File: src/rtl/bus_arb_pkg.sv
// Shared types and sizes for the split-capable bus arbiter.
// Latency: n/a (declarations only).
// Backpressure: n/a.
package bus_arb_pkg;

  localparam int MAX_MASTERS = 4;
  localparam int OWNER_W     = 2;

  typedef enum logic [1:0] {
    ARB_IDLE   = 2'd0,
    ARB_GRANT  = 2'd1,
    ARB_RESUME = 2'd2
  } arb_state_t;

endpackage

File: src/rtl/bus_arb_prio_enc.sv
// Fixed-priority encoder: lowest set index wins.
// Latency: combinational.
// Backpressure: none; the caller masks ineligible requesters before encoding.
// Ports: req (eligible request vector), vld (any request), idx (winning index).
module bus_arb_prio_enc
  import bus_arb_pkg::*;
#(
  parameter int NUM_MASTERS = 2
) (
  input  logic [NUM_MASTERS-1:0] req,
  output logic                   vld,
  output logic [OWNER_W-1:0]     idx
);

  // Scan from the top down so the last hit (lowest index) is the one kept.
  always_comb begin
    vld = 1'b0;
    idx = '0;
    for (int i = NUM_MASTERS - 1; i >= 0; i--) begin
      if (req[i]) begin
        vld = 1'b1;
        idx = OWNER_W'(i);
      end
    end
  end

endmodule

File: src/rtl/bus_split_arbiter.sv
// Shared-bus arbiter (master 0 highest) with one parked split transaction for the bridge slave.
// Latency: req in cycle N -> grant in N+1; every release is followed by one all-idle turnaround cycle.
// Backpressure: masters hold req until ack; the parked master is masked until split_req resumes it.
// Ports: clk, rst_n; req/grant/owner/bus_busy toward the masters; ack, split_ack, split_req in
//   from the slave side; split_grant, split_pending, timeout_err (pulse), split_ovf (sticky) out.
module bus_split_arbiter
  import bus_arb_pkg::*;
#(
  parameter int NUM_MASTERS   = 2,
  parameter int GRANT_TIMEOUT = 255
) (
  input  logic                   clk,
  input  logic                   rst_n,
  input  logic [NUM_MASTERS-1:0] req,
  output logic [NUM_MASTERS-1:0] grant,
  output logic [OWNER_W-1:0]     owner,
  output logic                   bus_busy,
  input  logic                   ack,
  input  logic                   split_ack,
  input  logic                   split_req,
  output logic                   split_grant,
  output logic                   split_pending,
  output logic                   timeout_err,
  output logic                   split_ovf
);

  // Counter only needs to reach GRANT_TIMEOUT-1, then saturates.
  localparam int                 CNT_W    = (GRANT_TIMEOUT > 1) ? $clog2(GRANT_TIMEOUT) : 1;
  localparam logic [CNT_W-1:0]   CNT_LAST = CNT_W'((GRANT_TIMEOUT > 0) ? GRANT_TIMEOUT - 1 : 0);
  localparam bit                 WDOG_EN  = (GRANT_TIMEOUT > 0);

  arb_state_t               state_q, state_nxt;
  logic [OWNER_W-1:0]       owner_q, owner_nxt;
  logic [OWNER_W-1:0]       parked_q, parked_nxt;
  logic [CNT_W-1:0]         cnt_q, cnt_nxt;
  logic [NUM_MASTERS-1:0]   grant_q, grant_nxt;
  logic                     busy_q, sgrant_q, sgrant_nxt;
  logic                     pending_q, pending_nxt;
  logic                     terr_q, terr_nxt;
  logic                     ovf_q, ovf_nxt;

  logic [NUM_MASTERS-1:0]   elig;
  logic                     enc_vld;
  logic [OWNER_W-1:0]       enc_idx;
  logic                     owner_req;
  logic                     wdog_fire;
  logic                     release_bus;
  logic [OWNER_W-1:0]       sel_idx;
  logic                     sel_load;

  // Parked master stays invisible to arbitration until it is resumed.
  always_comb begin
    elig      = '0;
    owner_req = 1'b0;
    for (int i = 0; i < NUM_MASTERS; i++) begin
      elig[i] = req[i] && !(pending_q && (parked_q == OWNER_W'(i)));
      if (owner_q == OWNER_W'(i)) owner_req = req[i];
    end
  end

  bus_arb_prio_enc #(
    .NUM_MASTERS (NUM_MASTERS)
  ) u_prio_enc (
    .req (elig),
    .vld (enc_vld),
    .idx (enc_idx)
  );

  assign wdog_fire = WDOG_EN && (cnt_q == CNT_LAST);

  always_comb begin
    state_nxt   = state_q;
    owner_nxt   = owner_q;
    parked_nxt  = parked_q;
    pending_nxt = pending_q;
    ovf_nxt     = ovf_q;
    sgrant_nxt  = sgrant_q;
    grant_nxt   = grant_q;
    terr_nxt    = 1'b0;
    cnt_nxt     = (cnt_q == {CNT_W{1'b1}}) ? cnt_q : cnt_q + 1'b1;
    release_bus = 1'b0;
    sel_idx     = '0;
    sel_load    = 1'b0;

    case (state_q)
      ARB_IDLE: begin
        cnt_nxt = '0;
        // Returning the parked transfer takes precedence over new requests.
        if (pending_q && split_req) begin
          state_nxt  = ARB_RESUME;
          sgrant_nxt = 1'b1;
          sel_idx    = parked_q;
          sel_load   = 1'b1;
        end else if (enc_vld) begin
          state_nxt = ARB_GRANT;
          sel_idx   = enc_idx;
          sel_load  = 1'b1;
        end
      end
      ARB_GRANT: begin
        if (ack) begin
          release_bus = 1'b1;
        end else if (split_ack) begin
          // Only one parking slot: a second split is closed out and flagged.
          if (pending_q) begin
            ovf_nxt = 1'b1;
          end else begin
            parked_nxt  = owner_q;
            pending_nxt = 1'b1;
          end
          release_bus = 1'b1;
        end else if (!owner_req) begin
          release_bus = 1'b1;
        end else if (wdog_fire) begin
          terr_nxt    = 1'b1;
          release_bus = 1'b1;
        end
      end
      ARB_RESUME: begin
        if (ack) begin
          pending_nxt = 1'b0;
          release_bus = 1'b1;
        end else if (!split_req) begin
          release_bus = 1'b1;
        end else if (wdog_fire) begin
          pending_nxt = 1'b0;
          terr_nxt    = 1'b1;
          release_bus = 1'b1;
        end
      end
      default: begin
        release_bus = 1'b1;
      end
    endcase

    if (sel_load) begin
      owner_nxt = sel_idx;
      for (int i = 0; i < NUM_MASTERS; i++) begin
        grant_nxt[i] = (sel_idx == OWNER_W'(i));
      end
    end

    if (release_bus) begin
      state_nxt  = ARB_IDLE;
      grant_nxt  = '0;
      sgrant_nxt = 1'b0;
    end
  end

  always_ff @(posedge clk or negedge rst_n) begin
    if (!rst_n) begin
      state_q   <= ARB_IDLE;
      owner_q   <= '0;
      parked_q  <= '0;
      cnt_q     <= '0;
      grant_q   <= '0;
      busy_q    <= 1'b0;
      sgrant_q  <= 1'b0;
      pending_q <= 1'b0;
      terr_q    <= 1'b0;
      ovf_q     <= 1'b0;
    end else begin
      state_q   <= state_nxt;
      owner_q   <= owner_nxt;
      parked_q  <= parked_nxt;
      cnt_q     <= cnt_nxt;
      grant_q   <= grant_nxt;
      busy_q    <= |grant_nxt;
      sgrant_q  <= sgrant_nxt;
      pending_q <= pending_nxt;
      terr_q    <= terr_nxt;
      ovf_q     <= ovf_nxt;
    end
  end

  assign grant         = grant_q;
  assign owner         = owner_q;
  assign bus_busy      = busy_q;
  assign split_grant   = sgrant_q;
  assign split_pending = pending_q;
  assign timeout_err   = terr_q;
  assign split_ovf     = ovf_q;

endmodule

File: config.mk
export PLATFORM = sky130hd
export DESIGN_NAME = bus_split_arbiter
export DESIGN_NICKNAME = d
export VERILOG_FILES = /design/src/rtl/bus_arb_pkg.sv /design/src/rtl/bus_arb_prio_enc.sv /design/src/rtl/bus_split_arbiter.sv
export SDC_FILE = /design/constraint.sdc
export NUM_CORES = 1
export LEC_CHECK = 0
export ABC_AREA = 1
export ABC_CLOCK_PERIOD_IN_PS = 3300
export BUFFER_PORTS_ARGS = -buffer_cell sky130_fd_sc_hd__buf_2
export CORE_MARGIN = 10
export CORE_UTILIZATION = 35
export DETAILED_ROUTE_END_ITERATION = 8
export HOLD_SLACK_MARGIN = 0.06
export SYNTH_ARGS = -nofsm -noshare
export SYNTH_HDL_FRONTEND = slang
export SYNTH_SLANG_ARGS = --single-unit
File: constraint.sdc
create_clock -name clk -period 3.3 [get_ports clk]
set_input_delay 0.825 -clock clk [delete_from_list [all_inputs] [get_ports clk]]
set_output_delay 0.825 -clock clk [all_outputs]
set_load 0.01 [all_outputs]
## Yosys cells after proc, flatten, opt, wreduce, memory -nomap -nowiden

Index checks and enable logic that the tools add are counted.

| cells by class | value |
|---|---|
| add/sub/neg operators | 1 |
| bitwise logic cells | 2 |
| reduce and logical (&&, ||, !) cells | 21 |
| equal/unequal tests | 12 |
| multiplexer cells | 42 |

Operator list:

| kind | number |
|---|---|
| 1-bit two-way mux | 28 |
| 2-bit two-way mux | 9 |
| 8-bit == test (second input constant) | 2 |
| 8-bit two-way mux | 2 |
| 8-bit by 1-bit adder with 8-bit output (second input constant) | 1 |
| 2-bit by 1-bit == test with 1-bit output (second input constant) | 4 |
| 2-bit zero test | 4 |
| 4-bit AND reduction | 2 |
| 3-bit inequality test (second input constant) | 2 |
| 2-bit nonzero test | 3 |
| 1-bit logical AND | 5 |
| 5-bit AND reduction | 1 |
| 2-bit inequality test (second input constant) | 2 |
| 1-bit one-hot mux with 2 select lines | 2 |
| 2-bit AND reduction | 2 |
| 1-bit one-hot mux with 3 select lines | 1 |
| 3-bit nonzero test | 1 |
| 2-bit == test (second input constant) | 1 |
| 1-bit zero test | 2 |
| 2-bit by 1-bit inequality test with 1-bit output (second input constant) | 1 |
| 1-bit inverter | 2 |
| 2-bit OR reduction | 1 |

| storage, ports and cells | value |
|---|---|
| input bits | 7 |
| word-level logic and storage cells | 88 |
| output and inout bits | 9 |
| flip-flop bits (word level) | 21 |

## Longest topological paths before layout

Gate-level depths: netlist of run 1.

| depth | value |
|---|---|
| word-level depth | 13 |
| mapped depth | 12 |
| depth with buffers taken out | 12 |

## Cells and area by module

Synthesis of run 1 repeated with hierarchy kept, for this count alone.

| unflattened totals | value |
|---|---|
| cells, all modules | 153 |
| area total of the unflattened synthesis | 1184.9 um2 |

Modules (own cells, without submodules):

| module | cells each | area an instance (um2) | instances | seq. area each (um2) |
|---|---|---|---|---|
| bus_split_arbiter | 147 | 1156.1 | 1 | 525.5 |
| bus_arb_prio_enc | 6 | 28.8 | 1 | 0.0 |

## Least setup slack after synthesis of run 1

Ideal clock, no wire load.

| timing | value |
|---|---|
| path kind | input-to-reg |
| from | input req[0] |
| to | register busy_q, in the netlist bus_busy |
| setup slack | 1.682 ns |
| required time | 3.182 ns |
| cell stages on the path | 7 |
| path buffers | 0 |
| arrival | 1.500 ns |
| library setup time | 0.118 ns |
| path through | or2_2 > nand3_1 > o21ai_0 > nand2_1 > nand2_2 > nand2_1 > nand2_1 |

| between the ends | value |
|---|---|
| word-level cells in the longest chain between the ends | 9 |
| elaborated cells on any way between the ends | 20 |
| those cells by class | 1 x eq/ne; 16 x mux; 3 x reduce/logical |

RTL lines:

| what | line | RTL |
|---|---|---|
| start: declaration | bus_split_arbiter.sv:14 | `input logic [NUM_MASTERS-1:0] req,` |
| 1-bit logical AND | bus_split_arbiter.sv:56 | `elig[i] = req[i] && !(pending_q && (parked_q == OWNER_W'(i)));` |
| 1-bit two-way mux | bus_arb_prio_enc.sv:20 | `if (req[i]) begin` |
| 2-bit two-way mux | bus_split_arbiter.sv:94 | `end else if (enc_vld) begin` |
| 2-bit two-way mux | bus_split_arbiter.sv:89 | `if (pending_q && split_req) begin` |
| 2-bit two-way mux | bus_split_arbiter.sv:85 | `case (state_q)` |
| 2-bit by 1-bit == test with 1-bit output or 2-bit zero test (tied branches) | bus_split_arbiter.sv:139 | `grant_nxt[i] = (sel_idx == OWNER_W'(i));` |
| 2-bit two-way mux | bus_split_arbiter.sv:136 | `if (sel_load) begin` |
| 2-bit two-way mux (*) | bus_split_arbiter.sv:143 | `if (release_bus) begin` |
| 2-bit OR reduction (*) | bus_split_arbiter.sv:168 | `busy_q <= \|grant_nxt;` |
| end signal: assignment | bus_split_arbiter.sv:168 |  |
| end: declaration | bus_split_arbiter.sv:37 | `logic busy_q, sgrant_q, sgrant_nxt;` |

Mark *: on every way between the ends. The rest lies on a longest branch, timed or not.
A chain may end at the register's enable or synchronous reset.

## Worst setup path in the final report of run 1

| timing | value |
|---|---|
| from | register pending_q, in the netlist split_pending |
| to | output split_pending |

RTL lines:

| what | line | RTL |
|---|---|---|
| start: declaration | bus_split_arbiter.sv:38 | `logic pending_q, pending_nxt;` |
| start signal: assignment | bus_split_arbiter.sv:170 | `pending_q <= pending_nxt;` |
| end: declaration | bus_split_arbiter.sv:22 | `output logic split_pending,` |

No word-level cell between the ends.

==> impl_metrics.yaml, run 1 <==
setup_path:
  crit_path_start_kind: "flop"
  cp-end-kind: "primary output"
  critical-path-slowest-cell: "dfrtp_1"
  cpPeakStageDelay_ns: 0.45
  cp_top_family: "flip-flops"
  crit_type: "reg2out"
  path_buf_inv: 1
  critPathMaxFanout: 6
  cp.required_ns: 2.47
  path_cells: "buf_2"
  worstPathArrival_ns: 0.92
finish:
  area_growth_pct: 13.85
  antenna_cells: 0
  final_util: 0.4211
  layout-drive-gt1-share: 0.1840
  final_nets: 176
cts:
  cts_resized: 0
  cts_tree: "built"
  cts-htree-levels: 1
  clk-insertion-delay-late_ns: 0.31
  ctsHoldBuffers: 0
  clk_path_buf_depth: 2
  cts_inserted_buffers: 3
  clock-sinks: 21
  cts_root_buf: "clkbuf_4"
  post_cts_buffers: 0
  clkSlewWorstSetupHoldPaths_ns: 0.13
synth:
  synth_cells: 144
  synth_edf_count: 0
  synth_top_cells_by_count: "39 x nand2_1, 26 x inv_1, 21 x dfrtp_1, 10 x nor2_1, 10 x o21ai_0"
  synth_most_common_cell: "nand2_1"
  synth.area.top_cells: "dfrtp_1 46%, nand2_1 13%, inv_1 8.6%"
  synth_top_cell_by_area: "dfrtp_1"
  synth_area_sq_mm: 0.001139
  synthDominantCellAreaShare: 0.4615
  ys_ff_latch: 21
  synth_nets: 156
  ys_types: 22
  async_flop_share: 1.000
  ys_warn_count: 0
  seq_area_frac_synth: 0.4615
  syn_avg_cell_area_sq_um: 7.907
  ys.flop_type: "dfrtp_1"
grt:
  grt_overflow: 0
  grt_max_degree: 22
  grt_usage: 0.08880
  grt_pass1_vias: 943
  antenna_found_initial: 0
  grt_pass1_wl_microns: 4374
flow_run:
  max_cap_violations: 0
timing:
  fin_setup_tns_ns: 0
  fmax_ghz: 0.5716
  setup_viol: 0
  tightestPinTransition_ns: 0.4784
  grt_setup_unrepaired: "false"
  drv_slew: 0
  period_share: 0.5302
  setup_slack_ns: 1.550
  whs_ns: 0.4505
  slew_headroom: 0.6810
  hold_violations: 0
  finalClockSkew_ns: 0.004062
  period_needed_ns: 1.750
drt:
  wirelength_microns: 2405
  vias_per_cell: 4.585
  ant_nets: 0
  num_vias: 949
  top_layer: "met4"
  drc: 0
  m1WireLength_microns: 1155
  met2WireLength_microns: 1128
  drt_first_pass_iters: 4
  met3_length_microns: 67
  wl_per_cell_microns: 11.62
  drt_iter0_drc: 33
placement:
  portBuffers: 15
  hpwl_microns: 1884
  gp_congestion: 0.7886
  post-place-ws_ns: 1.486
floorplanning:
  io_pins: 16
  dieArea_sq_mm: 0.005934
  die_h_microns: 77.04
  rows: 20
  dieWidth_microns: 77.04
  start_util: 0.3699
  core_area_sq_mm: 0.003078
hold_path:
  hold_path_class: "in2async"
run_status:
  status: "finished, final reports clean"
pwr:
  pwr_density_cell_mw_per_mm2: 661.2
  ir_drop_mv: 0.2454
  p_leak_nw: 0.6777
==> path summary, 6_finish.rpt <==
kind	end	from	slack (ns)	cells after the start
min	cnt_q[6]	rst_n	0.45	1
max in group asynchronous	split_pending	rst_n	2.52	1
max reg2reg	bus_busy	state_q[0]	1.66	9
max	split_pending	split_pending	1.55	1
min in group clk	split_ovf	split_ovf	0.50	1
min reg2reg	split_ovf	split_ovf	0.50	1
==> placed cells by master (no fill, tap or decap), drive strengths merged, types with 2 or more instances in the layout <==
cell	n
buf	15
inv	27
nand3	9
a31oi	4
o21ai	12
clkbuf	3
ha	5
o21bai	2
a211oi	2
o22ai	2
nand2	42
nor2	14
dfrtp	21
==> per-stage QoR <==
step	std cells	total power, mW	area, sq um
final	207	0.8571	1296
after global routing	207	0.9442	1296
after CTS	207	0.8696	1296
after detailed placement	203	0.7400	1269
after global placement	203	0.7291	1269
after floorplan	144	0.6239	1139
==> area by class of cell <==
type                    count  area (sq um)
inverters                  27         101.3
multi-input cells          96         511.7
fillers                   332          1782
flip-flops and latches     21         525.5
clock buffers               3         22.52
well taps                  44         55.05
clock inverters             1         5.005
repair buffers             15         75.07
==> worst reg2reg max path, delay by kind of cell, from the launching register on <==
family	cells	cell delay (ns)
flops	1	0.41
compound gates	1	0.10
buf+inv	2	0.26
simple gates	5	0.47
fa+ha+maj	1	0.30
==> power by group <==
| group | leakage [nW] | internal [mW] | total, mW | switching [mW] |
|---|---|---|---|---|
| logic | 0.383 | 0.135 | 0.372 | 0.237 |
| clock network | 0.0177 | 0.0453 | 0.129 | 0.0835 |
| registers | 0.277 | 0.317 | 0.357 | 0.0397 |
| total | 0.678 | 0.497 | 0.857 | 0.360 |
==> cell families (layout without fill, tap and decap cells) <==
| group | after synthesis | count (layout) | synth area share |
|---|---|---|---|
| compound gates | 23 | 23 | 0.1220 |
| flops | 21 | 21 | 0.4615 |
| buf+inv | 27 | 46 | 0.08900 |
| simple gates | 68 | 68 | 0.2725 |
| fa+ha+maj | 5 | 5 | 0.05495 |
==> metal layers <==
layer,vias up,GRT usage
li1,498,-
met4,0,0.04380
met1,433,0.1125
met3,4,0.01865
met2,14,0.1391
met5,-,0
==> flip-flops by register name (all words and copies together) (netlist names) <==
register and count:
cnt_q 8, split_pending 1, owner 2, timeout_err 1, grant 2, state_q 2, parked_q 2, split_grant 1
split_ovf 1, bus_busy 1
No activity file was read; power rests on OpenSTA's default activity.
==> run 2: changes to the inputs <==
Settings changed: ABC_CLOCK_PERIOD_IN_PS 3300 to 1500.
Clock period 3.3 ns to 1.5 ns, I/O delays scaled along.
==> run 2 against run 1 <==
  * Core utilization grew 2.0 points
  * Non-clock buffer count rose by 5
  * Global-route usage fell by 0.17 points
  * Worst setup slack lost 1.4 ns
  * Design area rose by 4.7%
  * Wire length increased by 0.17%
  * Sequential power grew 120%
  * Clock skew down 0.0031 ns
  * Critical path depth is 10 higher
  * First-iteration DRC count is 85% higher
  * Register-to-register slack got worse by 1.5 ns
  * Largest cell class is now multi-input gates
==> impl_metrics.yaml, run 2 (same netlist as run 1, synthesis figures left out) <==
grt:
  grt_usage: 0.08712
  grt_pass1_wl_microns: 4347
  grt_max_degree: 22
  antenna_found_initial: 0
  grt_overflow: 0
  grt_pass1_vias: 999
drt:
  vias_per_cell: 4.557
  wl_per_cell_microns: 11.36
  ant_nets: 0
  drt_first_pass_iters: 4
  drt_iter0_drc: 61
  num_vias: 966
  drc: 0
  wirelength_microns: 2409
timing:
  period_needed_ns: 1.343
  fin_setup_tns_ns: 0
  finalClockSkew_ns: 0.0009802
  hold_violations: 0
  period_share: 0.8954
  fmax_ghz: 0.7446
  tightestPinTransition_ns: 0.4856
  drv_slew: 0
  slew_headroom: 0.6763
  setup_slack_ns: 0.1569
  setup_viol: 0
pwr:
  swShare: 0.4087
  sequentialPowerShare: 0.394
  p_leak_nw: 0.6956
  pwr-share-comb: 0.467
  total_power_mw: 2.004
  ir_drop_mv: 0.5612
  p_sw_mw: 0.8192
  pwr-share-clk: 0.139
  p_int_mw: 1.185
  pwr_density_cell_mw_per_mm2: 1476
hold_path:
  holdPathEnd: "split_pending"
  hp-start: "split_req"
  hold_path_class: "in2reg"
  min_delay_path_depth: 2
finish:
  final_common_cell: "nand2_1"
  antenna_cells: 0
  mostFrequentLayoutCells: "38 x nand2_1, 24 x inv_1, 21 x dfrtp_1"
  final_nets: 181
  regMostFlops: "cnt_q"
  layout-drive-gt1-share: 0.2381
  largest_reg_flops: 8
  area_growth_pct: 19.23
  instances_no_fill: 212
floorplanning:
  io_pins: 16
  dieArea_sq_mm: 0.005934
  dieWidth_microns: 77.04
  die_h_microns: 77.04
  rows: 20
  start_util: 0.3699
  core_area_sq_mm: 0.003078
cts:
  clkSlewWorstSetupHoldPaths_ns: 0.11
  cts_root_buf: "clkbuf_4"
  clock-sinks: 21
  cts-htree-levels: 1
  clk-insertion-delay-late_ns: 0.31
  cts_inserted_buffers: 3
  clk_path_buf_depth: 2
  cts_tree: "built"
placement:
  post-place-ws_ns: 0.06950
  gp_congestion: 0.8607
  portBuffers: 15
  hpwl_microns: 1903
  dp_cells: 205
setup_path:
  worstPathArrival_ns: 1.55
  crit_path_start_kind: "flop"
  worst-r2r-setup-slack_ns: 0.16
  rr_startpoint: "state_q[0]"
  cp.required_ns: 1.71
  crit_type: "reg2reg"
  cp-end-kind: "flop"
  critPathMaxFanout: 5
  reg2reg_to: "bus_busy"
  r2r_cells: 11
run_status:
  status: "finished, final reports clean"
flow_run:
  max_cap_violations: 0
[run 2: cell count changes in the layout (fill, tap and decap cells not counted), moves of 2 or more]
cell,delta
buf_4,+4
ha_1,-3
ha_2,+2
inv_1,-2
inv_2,+2
[run 2: per-layer routing]
metal / GRT usage / share of wire / vias to the layer above
met5: 0 / 0 / -
met3: 0.01515 / 0.026 / 5
met2: 0.1476 / 0.47 / 22
li1: - / - / 503
met1: 0.1030 / 0.48 / 436
met4: 0.04380 / 0.020 / 0
[run 2: how the worst max path moves through the flow]
stage,from,endpoint,slack (ns),cells after the start
floorplan,state_q[1],bus_busy,0.13,9
detailed placement,state_q[1],bus_busy,0.07,11
global placement,state_q[0],bus_busy,0.13,11
CTS,state_q[1],bus_busy,0.05,11
finish,state_q[0],bus_busy,0.16,11
global route,state_q[0],bus_busy,-0.03,11
[run 2: area by class of cell]
| type | instances | area, sq um |
|---|---|---|
| sequential | 21 | 525.5 |
| multi-input combinational | 96 | 534.3 |
| inverter | 27 | 101.3 |
| tap | 44 | 55.05 |
| fill | 327 | 1720 |
| timing repair buffer | 20 | 115.1 |
| clock buffer | 4 | 26.28 |
[run 2: power by group through the flow]
stage / clock network, mW / logic, mW / registers (mW)
2_1_floorplan: 0 / 0.548 / 0.825
3_3_place_gp: 0 / 0.853 / 0.794
3_5_place_dp: 0 / 0.868 / 0.798
4_1_cts: 0.288 / 0.873 / 0.788
5_1_grt: 0.314 / 1.08 / 0.809
6_report: 0.278 / 0.936 / 0.790
[run 2: through the flow]
| stage | hold WS, ns | area [sq um] | util |
|---|---|---|---|
| 2_1_floorplan | 0.07941 | 1139 | - |
| 3_3_place_gp | 0.3601 | 1284 | 0.4171 |
| 3_5_place_dp | 0.3622 | 1284 | 0.4171 |
| 4_1_cts | 0.2756 | 1320 | 0.4289 |
| 5_1_grt | 0.2900 | 1358 | 0.4411 |
| 6_report | 0.2801 | 1358 | 0.4411 |
[run 2: what timing repair did]
item | 4_1_cts | 5_1_grt
setup buffers | 0 | 2
setup endpoints to repair | 0 | 6
endpoints found under the hold margin | 21 | 0
gates resized for setup | 0 | 9
hold buffers | 1 | 0
[run 2: critical path, cell delays in order, from the launching register on]
cell     delay [ns]
dfrtp_1        0.41
inv_2          0.10
ha_4           0.16
nand2_1        0.05
inv_1          0.04
nand2_1        0.05
inv_1          0.05
nand3_1        0.07
nand2_2        0.08
o21ai_0        0.08
nand2_1        0.09
nand2_1        0.05
